**config.mk**
```make
export PLATFORM = sky130hd
export DESIGN_NAME = sram_controller
export DESIGN_NICKNAME = d
export VERILOG_FILES = /design/src/rtl/sram_controller.sv
export SDC_FILE = /design/constraint.sdc
export NUM_CORES = 1
export LEC_CHECK = 0
export CAP_MARGIN = 20
export CORE_MARGIN = 1.5
export CORE_UTILIZATION = 55
export CTS_CLUSTER_DIAMETER = 50
export DETAILED_ROUTE_END_ITERATION = 6
export DONT_BUFFER_PORTS = 1
export PLACE_DENSITY = 0.7
export SYNTH_ARGS = -nofsm -noshare
export SYNTH_HDL_FRONTEND = slang
export SYNTH_SLANG_ARGS = --single-unit
export TNS_END_PERCENT = 20
```
**constraint.sdc**
```tcl
create_clock -name clk -period 2.61 [get_ports clk]
set_input_delay 0.522 -clock clk [delete_from_list [all_inputs] [get_ports clk]]
set_output_delay 0.522 -clock clk [all_outputs]
set_load 0.01 [all_outputs]
```
**src/rtl/sram_controller.sv**
```systemverilog
`default_nettype none
// ============================================================================
// Module   : sram_controller
// Purpose  : Off-chip data-memory controller placed after the MEM stage.
//            Each 32-bit load/store from the EXE/MEM register is carried out
//            as two 16-bit accesses (low halfword, then high halfword) on an
//            external 256K x 16 asynchronous SRAM. While an access is in
//            flight, ready is held low so the top level freezes the pipeline.
// Ports    : clk, rst (sync, active-low)
//            wr_en, rd_en, address, write_data  - request from EXE/MEM
//            read_data, ready                   - load result / pipeline freeze
//            SRAM_ADDR, SRAM_DQ_out, SRAM_DQ_oe,
//            SRAM_DQ_in, SRAM_*_N strobes       - SRAM pad side
// Revision : 1.0 - initial release
// ============================================================================
module sram_controller #(
    parameter int          WAIT_CYCLES = 2,       // cycles per halfword, 1..15
    parameter logic [31:0] BASE_ADDR   = 32'd1024 // CPU address of SRAM word 0
) (
    input  logic        clk,
    input  logic        rst,
    input  logic        wr_en,
    input  logic        rd_en,
    input  logic [31:0] address,
    input  logic [31:0] write_data,
    output logic [31:0] read_data,
    output logic        ready,
    output logic [17:0] SRAM_ADDR,
    output logic [15:0] SRAM_DQ_out,
    output logic        SRAM_DQ_oe,
    input  logic [15:0] SRAM_DQ_in,
    output logic        SRAM_CE_N,
    output logic        SRAM_OE_N,
    output logic        SRAM_WE_N,
    output logic        SRAM_UB_N,
    output logic        SRAM_LB_N
);

    typedef enum logic [1:0] {
        S_IDLE = 2'd0,
        S_LOW  = 2'd1,
        S_HIGH = 2'd2,
        S_DONE = 2'd3
    } state_t;

    localparam logic [3:0] C_LAST_CNT = 4'(WAIT_CYCLES - 1);

    state_t      state_q, state_d;
    logic [3:0]  cnt_q, cnt_d;
    logic [31:0] rdata_q, rdata_d;
    logic [17:0] addr_q;

    logic        w_req;
    logic        w_last;
    logic [16:0] w_word;

    assign w_req  = rd_en | wr_en;
    assign w_last = (cnt_q == C_LAST_CNT);
    // SRAM 32-bit word index: byte offset from BASE_ADDR, address bits [1:0]
    // ignored, offset bits above 18 dropped (no range check).
    assign w_word = 17'((address - BASE_ADDR) >> 2);

    assign read_data = rdata_q;

    always_comb begin
        state_d     = state_q;
        cnt_d       = cnt_q;
        rdata_d     = rdata_q;
        ready       = 1'b0;
        SRAM_ADDR   = addr_q;   // idle pins keep the last address
        SRAM_DQ_out = 16'h0000;
        SRAM_DQ_oe  = 1'b0;
        SRAM_CE_N   = 1'b1;
        SRAM_OE_N   = 1'b1;
        SRAM_WE_N   = 1'b1;
        SRAM_UB_N   = 1'b1;
        SRAM_LB_N   = 1'b1;

        // Shared pin setup for both halfword phases; wr_en wins over rd_en.
        if (state_q == S_LOW || state_q == S_HIGH) begin
            SRAM_CE_N   = 1'b0;
            SRAM_UB_N   = 1'b0;
            SRAM_LB_N   = 1'b0;
            SRAM_OE_N   = wr_en;
            SRAM_WE_N   = ~wr_en;
            SRAM_DQ_oe  = wr_en;
            SRAM_ADDR   = {w_word, (state_q == S_HIGH)};
            SRAM_DQ_out = (state_q == S_HIGH) ? write_data[31:16] : write_data[15:0];
        end

        case (state_q)
            S_IDLE: begin
                ready = ~w_req;
                if (w_req) begin
                    state_d = S_LOW;
                    cnt_d   = 4'd0;
                end
            end
            S_LOW: begin
                if (w_last) begin
                    state_d = S_HIGH;
                    cnt_d   = 4'd0;
                    if (!wr_en) begin
                        rdata_d[15:0] = SRAM_DQ_in;
                    end
                end else begin
                    cnt_d = cnt_q + 4'd1;
                end
            end
            S_HIGH: begin
                if (w_last) begin
                    state_d = S_DONE;
                    cnt_d   = 4'd0;
                    if (!wr_en) begin
                        rdata_d[31:16] = SRAM_DQ_in;
                    end
                end else begin
                    cnt_d = cnt_q + 4'd1;
                end
            end
            S_DONE: begin
                ready   = 1'b1;
                state_d = S_IDLE;
            end
            default: begin
                state_d = S_IDLE;
            end
        endcase

        // While reset is held nothing is pending, so the pipeline is not frozen.
        if (!rst) begin
            ready = 1'b1;
        end
    end

    always_ff @(posedge clk) begin
        if (!rst) begin
            state_q <= S_IDLE;
            cnt_q   <= 4'd0;
            rdata_q <= 32'h0000_0000;
            addr_q  <= 18'd0;
        end else begin
            state_q <= state_d;
            cnt_q   <= cnt_d;
            rdata_q <= rdata_d;
            addr_q  <= SRAM_ADDR;
        end
    end

endmodule
`default_nettype wire

```
==> impl_metrics.json <==
{
  "reg2reg_from": "state_q[0]$_SDFFE_PN0P_",
  "clock_sinks": 56,
  "layout_commonest_cell": "dfxtp_1",
  "syn_to_final_growth_pct": 5.61,
  "post-route-period-util_pct": 92.5,
  "syn_avg_cell_area_um2": 9.29,
  "post_cts_buffers": 0,
  "die_x_um": 73.9,
  "ys_seq_elements": 56,
  "fin_crit_ps": 2420,
  "drv_cap": 0,
  "min-delay-start": "rst",
  "synth_nets": 390,
  "cp.required_ps": 2090,
  "clk_pin_slew_ps": 100,
  "antenna_found_initial": 0,
  "hp-class": "input port to register",
  "dp_hpwl_mm": 3.93,
  "cp.arrival_ps": 1890,
  "cts_max_level": 2,
  "worstMarginPinSlew_ps": 522,
  "totalPowerFinal_mw": 2.98,
  "final_cell_mix": "dfxtp_1 (56), nand2_1 (53), mux2i_1 (50), nor2_1 (23), and2_1 (15)",
  "cts_tree": "built",
  "worst-setup-path-type": "register to output pin",
  "core_mm2": 0.00479,
  "die_area_mm2": 0.00547,
  "dr.pass1.iters": 4,
  "cts_root_buf": "clkbuf_8",
  "min_delay_path_depth": 1,
  "grt_pass1_wl_mm": 8.14,
  "async_flop_share_pct": 0,
  "io_pins": 157,
  "n_antenna_cell": 0,
  "synth_ff_type": "dfxtp_1",
  "cts_buffer_depth": 2,
  "hold_buffers": 0,
  "gp_congestion": 0.750,
  "synth_cell_type_count": 42,
  "worst_r2r_path_depth": 6,
  "via_per_inst": 5.59,
  "final_nets": 388,
  "r2r_end": "cnt_q[3]$_SDFFE_PN0P_",
  "slew_violations": 0,
  "num_vias": 2035,
  "wl_per_cell_um": 14.9,
  "portBuffers": 0,
  "reg2reg_slack_ps": 730,
  "relSlewSlack_pct": 65.1,
  "grt_max_degree": 66,
  "rsz0062_at_grt": "no",
  "yosys_warnings": 0,
  "grt_pass1_vias": 1910,
  "setup_viol": 0,
  "hold_end": "addr_q[12]$_SDFF_PN0_",
  "leakage_nw": 1.30,
  "vdd_drop_max_mv": 0.667,
  "startpoint_type": "register",
  "drive_gt1_share_pct": 13.5,
  "track_usage_pct": 19.1,
  "wl_mm": 5.44,
  "netlist_area_mm2": 0.00277,
  "powerDensity_mw_per_mm2": 1020,
  "status": "finished, final reports clean",
  "synth_edf_count": 0,
  "netlist_instances": 298,
  "cts_made_buffers": 5,
  "gr-total-overflow": 0,
  "fmax_mhz": 414,
  "ys_seq_area_share_pct": 40.5,
  "crit_fanout": 34,
  "critPathCaptureType": "output pin",
  "hold_viol": 0,
  "clk_latency_ps": 300,
  "setup_tns_ps": 0,
  "initial_core_util_pct": 57.8,
  "ant_nets": 0,
  "dieHeight_um": 73.9,
  "drt_iter0_markers": 80,
  "drc": 0,
  "clock_skew_ps": 6.10,
  "rows": 25
}
[routing by layer]
| layer | track usage [%] | vias up | wire [um] |
|---|---|---|---|
| met1 | 20.3 | 936 | 2210 |
| met5 | 0 | - | 0 |
| li1 | - | 1007 | - |
| met4 | 6.58 | 0 | 51 |
| met3 | 6.50 | 6 | 459 |
| met2 | 34.9 | 86 | 2720 |
[where the power goes]
group	switching [mW]	total, mW	internal [mW]
registers	0.0569	1.04	0.987
logic	0.869	1.46	0.586
clock network	0.265	0.481	0.216
total	1.19	2.98	1.79
[critical path, stage by stage (launching register included)]
cell     delay [ps]
dfxtp_1         370
inv_1           100
ha_1            310
buf_4           330
nor3b_1         230
mux2i_1         110
nand2_1         150
[state kept, by name, summed over array words and instances (netlist names)]
name       cells
state_q        2
read_data     32
addr_q        18
cnt_q          4
[what timing repair did]
item                       4_1_cts  5_1_grt
gates resized for setup          1        1
gates cloned                     0        0
setup endpoints to repair        3        1
[cell type report]
| type | count | area [um2] |
|---|---|---|
| timing repair buffer | 10 | 78.8 |
| clock inverter | 1 | 7.51 |
| multi-input combinational | 215 | 1520 |
| clock buffer | 7 | 86.3 |
| fill | 431 | 1860 |
| tap | 67 | 83.8 |
| sequential | 56 | 1120 |
| inverter | 8 | 30.0 |
[cell usage after synthesis, types with 3 or more instances]
cell type | number | area share (%)
nor2_1 | 23 | 3.1
mux2i_1 | 50 | 18
nand2_1 | 53 | 7.2
a211oi_1 | 4 | 1.1
inv_1 | 7 | 0.95
o21ai_0 | 5 | 0.90
a21oi_1 | 6 | 1.1
buf_2 | 8 | 1.4
clkbuf_1 | 7 | 0.95
nor4_1 | 3 | 0.68
nor3_1 | 3 | 0.54
mux2_2 | 10 | 4.1
ha_1 | 8 | 3.6
dfxtp_1 | 56 | 41
and2_1 | 15 | 3.4
[worst max-delay path by stage]
stage	depth (start not counted)	start	slack (ps)	to
floorplan	7	state_q[0]$_SDFFE_PN0P_	540	SRAM_LB_N
finish	6	state_q[0]$_SDFFE_PN0P_	190	SRAM_ADDR[14]
CTS	6	state_q[0]$_SDFFE_PN0P_	140	ready
global route	6	state_q[0]$_SDFFE_PN0P_	6	SRAM_ADDR[14]
detailed placement	5	state_q[0]$_SDFFE_PN0P_	350	SRAM_DQ_out[12]
global placement	5	state_q[0]$_SDFFE_PN0P_	370	SRAM_DQ_out[12]
[through the flow]
step                setup slack, ps  hold WS (ps)  instances  utilization (%)  instance area (um2)
floorplan                       537           471        298                -                 2770
global placement                369           486        356             59.0                 2820
detailed placement              347           498        356             59.0                 2820
CTS                             144           330        364             61.0                 2920
global route                   6.20           325        364             61.1                 2920
finish                          195           350        364             61.1                 2920
[cells by family after synthesis]
group,count (synthesis),synth area share [%]
simple gates,120,22.1
xor+xnor,2,0.633
buf+inv,27,4.84
mux,60,22.2
fa+ha+maj,8,3.62
flops,56,40.5
compound gates,25,6.19
No activity file was read; power rests on OpenSTA's default activity.
